File: src/rtl/multichannel_fir_equalizer_pkg.sv
// Shared types and arithmetic helpers for the multichannel FIR equalizer.
package eq_pkg;

   typedef enum logic [2:0] {IDLE, LOAD, MAC, ROUND, OUT} eq_state_e;

   // Q2.(coef_w-2) representation of 1.0
   function automatic int unity_coef(input int coef_w);
      return 1 << (coef_w - 2);
   endfunction

   function automatic int acc_width(input int data_w, input int coef_w, input int taps);
      return data_w + coef_w + $clog2(taps);
   endfunction

   function automatic longint saturate(input longint v, input int w);
      longint hi;
      longint lo;
      hi = (longint'(1) <<< (w - 1)) - 1;
      lo = -hi - 1;
      if (v > hi) return hi;
      if (v < lo) return lo;
      return v;
   endfunction

endpackage

File: src/rtl/multichannel_fir_equalizer_if.sv
// Coefficient write bus and parallel PCM output bus of the equalizer.
interface multichannel_fir_equalizer_if #(
   parameter int DATA_W   = 16,
   parameter int COEF_W   = 16,
   parameter int NUM_CH   = 2,
   parameter int NUM_TAPS = 8
);
   localparam int TAW = (NUM_TAPS > 1) ? $clog2(NUM_TAPS) : 1;
   localparam int CHW = (NUM_CH > 1) ? $clog2(NUM_CH) : 1;

   logic              coef_we;
   logic [TAW-1:0]    coef_addr;
   logic [COEF_W-1:0] coef_data;
   logic              coef_commit;
   logic [DATA_W-1:0] pcm_out;
   logic [CHW-1:0]    pcm_ch;
   logic              pcm_valid;

   modport master (output coef_we, coef_addr, coef_data, coef_commit,
                   input  pcm_out, pcm_ch, pcm_valid);
   modport slave  (input  coef_we, coef_addr, coef_data, coef_commit,
                   output pcm_out, pcm_ch, pcm_valid);
endinterface

File: src/rtl/multichannel_fir_equalizer_serial_rx.sv
// DSP-mode serial deserialiser: word strobe per channel, early-SFS detection.
module eq_serial_rx #(
   parameter int DATA_W = 16,
   parameter int NUM_CH = 2,
   parameter int CHW    = 1
) (
   input  logic                     clk,
   input  logic                     rst_n,
   input  logic                     sfs,
   input  logic                     d,
   output logic                     word_done,
   output logic [CHW-1:0]           word_ch,
   output logic signed [DATA_W-1:0] word,
   output logic                     frame_err
);
   localparam int BW = $clog2(DATA_W);
   localparam int CW = $clog2(NUM_CH + 1);

   logic [BW-1:0]     bit_q;
   logic [CW-1:0]     ch_cnt_q;
   logic [DATA_W-2:0] sr_q;
   logic              active, last_bit, final_word, err;

   // ch_cnt_q == NUM_CH means the frame is complete or no SFS seen yet
   assign active     = ch_cnt_q < CW'(NUM_CH);
   assign last_bit   = bit_q == BW'(DATA_W - 1);
   assign final_word = ch_cnt_q == CW'(NUM_CH - 1);
   // SFS may legally overlap the final bit of the final word
   assign word_done  = active && last_bit && (!sfs || final_word);
   assign err        = sfs && active && (bit_q != '0) && !(last_bit && final_word);
   assign word       = {sr_q, d};
   assign word_ch    = CHW'(ch_cnt_q);

   always_ff @(posedge clk or negedge rst_n) begin
      if (!rst_n) begin
         bit_q     <= '0;
         ch_cnt_q  <= CW'(NUM_CH);
         sr_q      <= '0;
         frame_err <= 1'b0;
      end else begin
         frame_err <= err;
         if (sfs) begin
            bit_q    <= '0;
            ch_cnt_q <= '0;
         end else if (active) begin
            sr_q <= {sr_q[DATA_W-3:0], d};
            if (last_bit) begin
               bit_q    <= '0;
               ch_cnt_q <= ch_cnt_q + 1'b1;
            end else begin
               bit_q <= bit_q + 1'b1;
            end
         end
      end
   end
endmodule

File: src/rtl/multichannel_fir_equalizer.sv
// Per-channel FIR over a serial audio stream using one time-shared MAC.
module multichannel_fir_equalizer
   import eq_pkg::*;
#(
   parameter int DATA_W     = 16,
   parameter int COEF_W     = 16,
   parameter int NUM_CH     = 2,
   parameter int NUM_TAPS   = 8,
   parameter int FRAME_BITS = 32
) (
   input  logic                         SCK,
   input  logic                         reset,
   input  logic                         SFS,
   input  logic                         D,
   input  logic                         bypass,
   input  logic                         clip_clr,
   multichannel_fir_equalizer_if.slave  bus,
   output logic [NUM_CH-1:0]            clip,
   output logic                         frame_err,
   output logic                         commit_pending
);
   localparam int TAW = (NUM_TAPS > 1) ? $clog2(NUM_TAPS) : 1;
   localparam int CHW = (NUM_CH > 1) ? $clog2(NUM_CH) : 1;
   localparam int AW  = acc_width(DATA_W, COEF_W, NUM_TAPS);
   localparam int PW  = DATA_W + COEF_W;
   localparam logic signed [COEF_W-1:0] UNITY = COEF_W'(unity_coef(COEF_W));
   localparam logic signed [AW-1:0]     RND   = AW'(unity_coef(COEF_W) >> 1);

   if (FRAME_BITS < NUM_CH * DATA_W || NUM_TAPS + 3 > DATA_W) begin : g_bad_cfg
      $error("multichannel_fir_equalizer: illegal parameter set");
   end

   logic                     word_done;
   logic [CHW-1:0]           word_ch;
   logic signed [DATA_W-1:0] word;

   eq_serial_rx #(.DATA_W(DATA_W), .NUM_CH(NUM_CH), .CHW(CHW)) u_rx (
      .clk(SCK), .rst_n(reset), .sfs(SFS), .d(D),
      .word_done(word_done), .word_ch(word_ch), .word(word), .frame_err(frame_err)
   );

   eq_state_e                state_q, state_d;
   logic signed [COEF_W-1:0] shadow_q [NUM_TAPS];
   logic signed [COEF_W-1:0] shadow_d [NUM_TAPS];
   logic signed [COEF_W-1:0] active_q [NUM_TAPS];
   logic signed [DATA_W-1:0] dl_q [NUM_CH][NUM_TAPS];
   logic [TAW-1:0]           wp_q [NUM_CH];
   logic signed [DATA_W-1:0] x_q;
   logic [CHW-1:0]           ch_q;
   logic                     byp_q, armed_q;
   logic signed [AW-1:0]     acc_q, rnd;
   logic [TAW-1:0]           k_q, rd_q;
   logic signed [PW-1:0]     prod;
   logic                     accept, copy_ok, arm, do_copy, clip_hit;
   logic [NUM_CH-1:0]        clip_set;
   longint                   rl, sat_v;

   assign accept  = word_done && (state_q == IDLE || state_q == OUT);
   // Bank swap only between jobs so a frame never mixes coefficient sets
   assign copy_ok = (state_q == IDLE || state_q == OUT) && !word_done;
   assign arm     = commit_pending && (SFS || armed_q);
   assign do_copy = arm && copy_ok;

   always_comb begin
      for (int i = 0; i < NUM_TAPS; i++) shadow_d[i] = shadow_q[i];
      if (bus.coef_we && int'(bus.coef_addr) < NUM_TAPS) shadow_d[bus.coef_addr] = bus.coef_data;
   end

   always_ff @(posedge SCK or negedge reset) begin
      if (!reset) begin
         for (int i = 0; i < NUM_TAPS; i++) begin
            shadow_q[i] <= (i == 0) ? UNITY : '0;
            active_q[i] <= (i == 0) ? UNITY : '0;
         end
         commit_pending <= 1'b0;
         armed_q        <= 1'b0;
      end else begin
         for (int i = 0; i < NUM_TAPS; i++) shadow_q[i] <= shadow_d[i];
         if (do_copy)
            for (int i = 0; i < NUM_TAPS; i++) active_q[i] <= shadow_d[i];
         commit_pending <= bus.coef_commit || (commit_pending && !do_copy);
         armed_q        <= arm && !do_copy;
      end
   end

   always_ff @(posedge SCK or negedge reset) begin
      if (!reset) state_q <= IDLE;
      else        state_q <= state_d;
   end

   always_comb begin
      state_d = state_q;
      case (state_q)
         IDLE:    if (word_done) state_d = LOAD;
         LOAD:    state_d = MAC;
         MAC:     if (k_q == TAW'(NUM_TAPS - 1)) state_d = ROUND;
         ROUND:   state_d = OUT;
         OUT:     state_d = word_done ? LOAD : IDLE;
         default: state_d = IDLE;
      endcase
   end

   assign prod = PW'(dl_q[ch_q][rd_q]) * PW'(active_q[k_q]);
   assign rnd  = (acc_q + RND) >>> (COEF_W - 2);

   always_comb begin
      rl       = longint'(rnd);
      sat_v    = saturate(rl, DATA_W);
      clip_hit = sat_v != rl;
      clip_set = '0;
      if (state_q == ROUND && !byp_q && clip_hit) clip_set[ch_q] = 1'b1;
   end

   always_ff @(posedge SCK or negedge reset) begin
      if (!reset) begin
         for (int c = 0; c < NUM_CH; c++) begin
            wp_q[c] <= '0;
            for (int t = 0; t < NUM_TAPS; t++) dl_q[c][t] <= '0;
         end
         x_q <= '0; ch_q <= '0; byp_q <= 1'b0; acc_q <= '0; k_q <= '0; rd_q <= '0;
         bus.pcm_out <= '0; bus.pcm_ch <= '0; bus.pcm_valid <= 1'b0; clip <= '0;
      end else begin
         bus.pcm_valid <= 1'b0;
         clip          <= (clip & ~{NUM_CH{clip_clr}}) | clip_set;
         if (accept) begin
            x_q  <= word;
            ch_q <= word_ch;
         end
         case (state_q)
            LOAD: begin
               dl_q[ch_q][wp_q[ch_q]] <= x_q;
               wp_q[ch_q] <= (wp_q[ch_q] == TAW'(NUM_TAPS - 1)) ? '0 : wp_q[ch_q] + 1'b1;
               rd_q  <= wp_q[ch_q];
               byp_q <= bypass;
               acc_q <= '0;
               k_q   <= '0;
            end
            MAC: begin
               // rd_q walks backwards through the ring: x[n], x[n-1], ...
               acc_q <= acc_q + AW'(prod);
               k_q   <= k_q + 1'b1;
               rd_q  <= (rd_q == '0) ? TAW'(NUM_TAPS - 1) : rd_q - 1'b1;
            end
            ROUND: begin
               bus.pcm_out   <= byp_q ? x_q : sat_v[DATA_W-1:0];
               bus.pcm_ch    <= ch_q;
               bus.pcm_valid <= 1'b1;
            end
            default: ;
         endcase
      end
   end
endmodule

File: src/flat_wrapper.sv
// flat-port wrapper written by rule: the top's interface ports become plain ports
module multichannel_fir_equalizer_flat import eq_pkg::*;
#(
   parameter int DATA_W     = 16,
   parameter int COEF_W     = 16,
   parameter int NUM_CH     = 2,
   parameter int NUM_TAPS   = 8,
   parameter int FRAME_BITS = 32
)
  (SCK, reset, SFS, D, bypass, clip_clr, clip, frame_err, commit_pending, bus_coef_we, bus_coef_addr, bus_coef_data, bus_coef_commit, bus_pcm_out, bus_pcm_ch, bus_pcm_valid);
  multichannel_fir_equalizer_if #(.DATA_W(DATA_W), .COEF_W(COEF_W), .NUM_CH(NUM_CH), .NUM_TAPS(NUM_TAPS)) bus_i ();
  input  logic SCK;
  input  logic reset;
  input  logic SFS;
  input  logic D;
  input  logic bypass;
  input  logic clip_clr;
  output logic [NUM_CH-1:0] clip;
  output logic frame_err;
  output logic commit_pending;
  input wire logic [$bits(bus_i.coef_we)-1:0] bus_coef_we;
  input wire logic [$bits(bus_i.coef_addr)-1:0] bus_coef_addr;
  input wire logic [$bits(bus_i.coef_data)-1:0] bus_coef_data;
  input wire logic [$bits(bus_i.coef_commit)-1:0] bus_coef_commit;
  output wire logic [$bits(bus_i.pcm_out)-1:0] bus_pcm_out;
  output wire logic [$bits(bus_i.pcm_ch)-1:0] bus_pcm_ch;
  output wire logic [$bits(bus_i.pcm_valid)-1:0] bus_pcm_valid;
  assign bus_i.coef_we = bus_coef_we;
  assign bus_i.coef_addr = bus_coef_addr;
  assign bus_i.coef_data = bus_coef_data;
  assign bus_i.coef_commit = bus_coef_commit;
  assign bus_pcm_out = bus_i.pcm_out;
  assign bus_pcm_ch = bus_i.pcm_ch;
  assign bus_pcm_valid = bus_i.pcm_valid;
  multichannel_fir_equalizer #(.DATA_W(DATA_W), .COEF_W(COEF_W), .NUM_CH(NUM_CH), .NUM_TAPS(NUM_TAPS), .FRAME_BITS(FRAME_BITS)) u_core (.SCK(SCK), .reset(reset), .SFS(SFS), .D(D), .bypass(bypass), .clip_clr(clip_clr), .bus(bus_i), .clip(clip), .frame_err(frame_err), .commit_pending(commit_pending));
endmodule
File: config.mk
export PLATFORM = sky130hd
export DESIGN_NAME = multichannel_fir_equalizer_flat
export DESIGN_NICKNAME = d
export VERILOG_FILES = /design/src/rtl/multichannel_fir_equalizer_pkg.sv /design/src/rtl/multichannel_fir_equalizer_if.sv /design/src/rtl/multichannel_fir_equalizer_serial_rx.sv /design/src/rtl/multichannel_fir_equalizer.sv /design/src/flat_wrapper.sv
export SDC_FILE = /design/constraint.sdc
export NUM_CORES = 2
export LEC_CHECK = 0
export ABC_AREA = 1
export BUFFER_PORTS_ARGS = -buffer_cell sky130_fd_sc_hd__buf_2
export CAP_MARGIN = 40
export CELL_PAD_IN_SITES_DETAIL_PLACEMENT = 0
export CELL_PAD_IN_SITES_GLOBAL_PLACEMENT = 1
export CORE_MARGIN = 5
export CORE_UTILIZATION = 45
export CTS_CLUSTER_DIAMETER = 100
export DETAILED_ROUTE_END_ITERATION = 8
export PLACE_DENSITY = 0.82
export SLEW_MARGIN = 20
export SYNTH_ARGS = -nofsm -noshare
export SYNTH_HDL_FRONTEND = slang
export SYNTH_SLANG_ARGS = --single-unit
File: constraint.sdc
create_clock -name SCK -period 8.7 [get_ports SCK]
set_clock_uncertainty 0.15 [all_clocks]
set_input_delay 1.74 -clock SCK [delete_from_list [all_inputs] [get_ports SCK]]
set_output_delay 1.74 -clock SCK [all_outputs]
set_load 0.05 [all_outputs]
* Word-level counts from Yosys, hierarchy flattened
Cells that the tools add are included.
Storage, ports and cells: register bits 624, input port bits 27, output and inout bits 22, word-level logic and storage cells 179
Operators by class: $add $sub $neg 7, multipliers 1, order comparisons 13, eq/ne operators 11, multiplexer cells 51, bitwise logic cells 9, reductions and logical operators 36
Operators with widths (count):
- $mux W128 | 5
- $bwmux W256 | 1
- $mux W64 | 3
- $bwmux W128 | 1
- $demux W128 S1 | 1
- $mux W16 | 7
- $bmux W16 S3 | 2
- $demux W16 S3 | 2
- $pmux W35 S2 | 1
- $ne A64 B21 Y1 | 1
- $add A35 B15 Y35 const B | 1
- $add A35 B32 Y35 | 1
- $mul A16 B16 Y32 | 1
- $mux W3 | 8
- $gt A21 B16 Y1 const B | 1
- $lt A21 B16 Y1 const B | 1
- $logic_and A1 B1 Y1 | 18
- $ge A4 B4 Y1 const B | 4
- $not A3 Y4 | 4
- $mux W15 | 1
- $pmux W3 S5 | 1
- $mux W4 | 3
- $pmux W3 S2 | 2
- $eq A3 B3 Y1 const B | 3
- other kinds (31) | 55

* Longest topological paths before layout
depth after elaboration 12, mapped depth 37

* Modules after synthesis
From an unflattened synthesis, not the netlist that was laid out.
Second synthesis, totals: cell total of the unflattened synthesis 4379, area total of the unflattened synthesis 38644.6 um^2
Modules (own cells, without submodules):
- multichannel_fir_equalizer | instances 1, cells each 4272, area an instance 37651.1 um^2, seq. area each 15067.0 um^2
- eq_serial_rx | instances 1, cells each 107, area an instance 993.5 um^2, seq. area each 551.8 um^2

* Worst setup path before layout
OpenSTA, ideal clock, no wires.
kind register -> register, start reg u_core.k_q[0], end reg u_core.acc_q[31], library setup time 0.127 ns, data arrival time 6.417 ns, required time 8.423 ns, setup slack 2.006 ns, cell stages (with the launch flop) 29, buffers on the path 3, period minus slack after synthesis 6.694 ns, path through dfrtp_1 -> buf_4 -> buf_2 -> buf_2 -> a21oi_1 -> o21ai_0 -> nand2_1 -> inv_1 -> o21ai_2 -> inv_1 -> nor2_1 -> fa_1 -> fa_1 -> fa_1 -> inv_1 -> fa_1 -> inv_1 -> fa_1 -> inv_1 -> fa_1 -> inv_1 -> ha_1 -> nand2_1 -> nor2_1 -> a221o_1 -> a31oi_1 -> nand3_1 -> nand2_1 -> o21ai_0
On the way: cells in the longest elaborated chain, start to end 7
Ends and longest elaborated chain:
- start, declared | line multichannel_fir_equalizer.sv:52 | logic [TAW-1:0] k_q, rd_q;
- start signal, assigned | line multichannel_fir_equalizer.sv:141 | k_q <= k_q + 1'b1;
- $not A3 Y4 (not written as such) | line multichannel_fir_equalizer.sv:103 | assign prod = PW'(dl_q[ch_q][rd_q]) * PW'(active_q[k_q]);
- $bmux W16 S3 | line multichannel_fir_equalizer.sv:103
- $mux W16 (not written as such) (2 in a row) | line multichannel_fir_equalizer.sv:103
- $mul A16 B16 Y32 | line multichannel_fir_equalizer.sv:103
- $add A35 B32 Y35 | line multichannel_fir_equalizer.sv:140 | acc_q <= acc_q + AW'(prod);
- $pmux W35 S2 | line multichannel_fir_equalizer.sv:129 | case (state_q)
- end signal, assigned | line multichannel_fir_equalizer.sv:140
- end, declared | line multichannel_fir_equalizer.sv:51 | logic signed [AW-1:0] acc_q, rnd;
Every way passes these cells. The select of a mux whose other input is x is not followed. A chain may end at the register's enable or synchronous reset.

* Worst setup path after layout
start reg u_core.ch_q, end reg u_core.acc_q[23]
On the way: cells in the longest elaborated chain, start to end 10
Ends and longest elaborated chain:
- start, declared | line multichannel_fir_equalizer.sv:49 | logic [CHW-1:0] ch_q;
- start signal, assigned | line multichannel_fir_equalizer.sv:127 | ch_q <= word_ch;
- $not A1 Y2 (not written as such) | line multichannel_fir_equalizer.sv:103
- $mux W128 (not written as such) (3 in a row) | line multichannel_fir_equalizer.sv:103
- $bmux W16 S3 | line multichannel_fir_equalizer.sv:103
- $mux W16 (not written as such) (2 in a row) | line multichannel_fir_equalizer.sv:103
- $mul A16 B16 Y32 | line multichannel_fir_equalizer.sv:103
- $add A35 B32 Y35 | line multichannel_fir_equalizer.sv:140
- $pmux W35 S2 | line multichannel_fir_equalizer.sv:129
Every way passes these cells. The select of a mux whose other input is x is not followed.

==> results.md <==
| Result | Reported |
| --- | --- |
| Critical path buffers and inverters | 7 |
| Overall routing resource usage | 0.2292 |
| Detailed Place HPWL | 71.47 mm |
| Sum of negative setup slack | 0 ns |
| Final Max Tran Viols | 0 |
| Max frequency | 119.7 MHz |
| Drt via density | 5.299 |
| Antenna violations before repair | 2 |
| Max Cap Viol | 0 |
| Netlist area before placement | 38,440 um^2 |
| Distinct cells, synth | 52 |
| Final-report setup violation count | 0 |
| Synth async-reset ratio | 1.000 |
| CP Launch Type | flip-flop |
| Worst endpoint required time | 9.06 ns |
| Final critical path time including I/O delays and setup | 8.354 ns |
| Synthesized netlist net count | 4,807 |
| Setup repair after global routing missed its margin | false |
| Number of cell instances on the worst register-to-register path | 30 |
| Hold violation count in the final report | 0 |
| Slew Limit Headroom | 0.3244 |
| Pin count of the biggest net entering global routing | 179 |
| Clock latency on the worst-skew pair | 0.66 ns |
| Area fraction of the dominant cell type after synthesis | 0.4043 |
| Final wirelength | 103.3 mm |
| Number of cells on the critical path | 30 |
| Number of I/O port buffers | 48 |
| Number of sinks handled by clock tree synthesis | 624 |
| Hold buffer count at cts | 0 |
| CP Data Arrival Time | 8.71 ns |
| Number of flops mapped to enable cells by yosys | 0 |
| Nature of the critical path endpoint | flip-flop |
| Hold Crit Class | reg2reg |
| Worst stage delay on the critical path | 0.57 ns |
| FF-to-FF Start | u_core.ch_q |
| Global-route wire length before repair | 165.7 mm |
| Number of clock buffers inserted by TritonCTS | 72 |
| Mean instance size in the synthesized netlist | 8.827 um^2 |
| Number of remaining DRC errors | 0 |
| CTS H-Tree Depth | 3 |
| Largest cells by area after synthesis | sky130_fd_sc_hd__dfrtp_1, sky130_fd_sc_hd__fa_1, sky130_fd_sc_hd__o21ai_0 |
| Nets@finish | 4,778 |
| Starting utilization of the core area | 0.4522 |
| Antenna-violating nets left | 0 |
| Synthesis Warnings | 0 |
| CP delay by family, top | adder cells |
| Launch point of the worst path | u_core.ch_q |
| Dominant synthesized flop cell | sky130_fd_sc_hd__dfrtp_1 |
| Global placer's final weighted congestion | 0.9394 |
| Path type of the worst setup path | reg2reg |
| Grt total ovfl | 0 |
| DRC marker count from the first detailed-route iteration | 2,372 |
| Master of the slowest instance on the critical path | sky130_fd_sc_hd__dfrtp_4 |
| Reg2reg setup slack | 0.35 ns |
| Crit share post-route | 0.9603 |
| Max Root-Sink Buffers | 3 |
| Clock transition time at the flip-flop clock pins of the worst setup and hold paths | 0.06 ns |
| DR vias | 29.29k |
| Die Y | 302.3 um |
| Routed length per placed instance | 18.69 um |
| Worst flop-to-flop path endpoint | u_core.acc_q[23] |
| Post-synthesis register bit count | 624 |
| Number of I/O pins | 49 |
| Most frequent cell on the critical path | sky130_fd_sc_hd__fa_1 |
| Status | completed |
| Standard-cell rows | 107 |
| Total die area | 91,370 um^2 |
| Clock Tree Root | sky130_fd_sc_hd__clkbuf_16 |
| Cell type contributing the most total cell area after synthesis | sky130_fd_sc_hd__dfrtp_1 |
| Number of global-route vias before repair | 29.38k |
| Area of the placeable core | 85,010 um^2 |
| Drt pass-1 iters | 7 |
| TritonCTS clock tree | built |
| Worst Path Max Fanout | 37 |
| Area added between synthesis and finish | 10.17% |
| Number of cells produced by synthesis | 4,355 |
| Tightest Pin Transition | 1.013 ns |
| Post-synthesis sequential area ratio | 0.4063 |
| Share of post-route cells with drive strength above 1 | 0.07624 |
| Last element of the critical path | u_core.acc_q[23] |
| Die Width | 302.3 um |
## cell usage in the layout (no fill, tap or decap), types with 16 or more instances in the layout
master	n
sky130_fd_sc_hd__ha_1	114
sky130_fd_sc_hd__o22ai_1	16
sky130_fd_sc_hd__o21ai_0	741
sky130_fd_sc_hd__o211ai_1	20
sky130_fd_sc_hd__fa_1	311
sky130_fd_sc_hd__o221ai_1	49
sky130_fd_sc_hd__clkbuf_16	72
sky130_fd_sc_hd__inv_1	587
sky130_fd_sc_hd__mux2_1	44
sky130_fd_sc_hd__nor2_1	391
sky130_fd_sc_hd__nand2_1	847
sky130_fd_sc_hd__xor2_1	21
sky130_fd_sc_hd__clkinv_2	16
sky130_fd_sc_hd__a21oi_1	133
sky130_fd_sc_hd__nand3_1	55
sky130_fd_sc_hd__buf_2	47
sky130_fd_sc_hd__mux2_2	22
sky130_fd_sc_hd__dfrtp_1	618
sky130_fd_sc_hd__buf_4	68
## metal layers
| metal | up-vias | part of all wire | GRT usage |
|---|---|---|---|
| li1 | 13817 | - | - |
| met1 | 14430 | 0.44 | 0.3146 |
| met5 | - | 0 | 0 |
| met4 | 0 | 0.036 | 0.07850 |
| met3 | 207 | 0.056 | 0.03754 |
| met2 | 831 | 0.47 | 0.3733 |
## synthesized netlist by cell type (9+ instances only)
cell type	number
sky130_fd_sc_hd__fa_1	311
sky130_fd_sc_hd__nor2_1	392
sky130_fd_sc_hd__o21ai_1	13
sky130_fd_sc_hd__mux2_2	22
sky130_fd_sc_hd__xor2_1	21
sky130_fd_sc_hd__nor3_1	16
sky130_fd_sc_hd__dfrtp_1	621
sky130_fd_sc_hd__inv_2	11
sky130_fd_sc_hd__buf_2	56
sky130_fd_sc_hd__nor2_2	13
sky130_fd_sc_hd__clkbuf_1	143
sky130_fd_sc_hd__ha_1	114
sky130_fd_sc_hd__o21ai_2	9
sky130_fd_sc_hd__o22ai_1	16
sky130_fd_sc_hd__a21oi_1	133
sky130_fd_sc_hd__nand3_1	55
sky130_fd_sc_hd__buf_1	11
sky130_fd_sc_hd__o21ai_0	741
sky130_fd_sc_hd__mux2_1	44
sky130_fd_sc_hd__buf_4	11
sky130_fd_sc_hd__nand2_1	847
sky130_fd_sc_hd__o221ai_1	49
sky130_fd_sc_hd__xnor2_1	13
sky130_fd_sc_hd__nand2_2	11
sky130_fd_sc_hd__inv_1	588
sky130_fd_sc_hd__nand4_1	12
sky130_fd_sc_hd__o211ai_1	20
## area by class of cell
| cell class | instances | area, um^2 |
|---|---|---|
| fillers | 8101 | 42660 |
| multi-input cells | 2901 | 19550 |
| flip-flops and latches | 624 | 15630 |
| inverters | 601 | 2258 |
| clock buffers | 94 | 2024 |
| well taps | 1144 | 1431 |
| repair buffers | 126 | 940.9 |
| clock inverters | 35 | 521.8 |
| diodes | 1 | 2.502 |
## registers in the layout (all words and copies together) (netlist names), 4 cells and up
register / flops
u_core.dl_q: 256
u_core.active_q: 128
u_core.shadow_q: 128
u_core.acc_q: 35
u_core.bus.pcm_out: 16
u_core.x_q: 16
u_core.u_rx.sr_q: 15
u_core.wp_q: 6
u_core.u_rx.bit_q: 4
## metrics by stage
stage	hold WS [ns]	area (um^2)	std cells	setup WS (ns)	util
after CTS	0.3236	42320	5524	0.4609	0.4978
final	0.3228	42350	5526	0.3455	0.4982
after global placement	0.3084	39730	5392	0.5289	0.4673
after floorplan	0.2923	38440	4355	2.006	-
after detailed placement	0.3106	39770	5395	0.5181	0.4678
after global routing	0.3392	42350	5526	0.0007292	0.4982
## worst min path at each step
stage | depth (start not counted) | from | to | slack, ns
after floorplan | 1 | u_core.wp_q[0] | u_core.wp_q[0] | 0.29
after global placement | 1 | u_core.wp_q[3] | u_core.wp_q[3] | 0.31
after detailed placement | 2 | u_core.clip[0] | u_core.clip[0] | 0.31
after CTS | 1 | u_core.wp_q[0] | u_core.wp_q[0] | 0.32
after global routing | 2 | u_core.bus.pcm_out[10] | u_core.bus.pcm_out[10] | 0.34
final | 1 | u_core.wp_q[0] | u_core.wp_q[0] | 0.32
## cell families (layout without fill, tap and decap cells)
logic type | count (synthesis) | in the layout | synth area share
AOI/OAI and AO/OA | 1011 | 1011 | 0.1413
and+or+nand+nor | 1364 | 1364 | 0.1403
adders and majority gates | 425 | 425 | 0.1991
xor gates and xnor gates | 35 | 35 | 0.008170
other | 0 | 1 | 0
DFF | 624 | 624 | 0.4063
buffers and inverters | 830 | 856 | 0.08560
muxes | 66 | 66 | 0.01933
## what timing repair did
item,4_1_cts,5_1_grt
gates resized for setup,0,2
buffers inserted,0,0
endpoints found under the setup margin,0,2
Power is not shown: default switching activity piles up to over one toggle a cycle in this logic, so the estimate is an artifact.
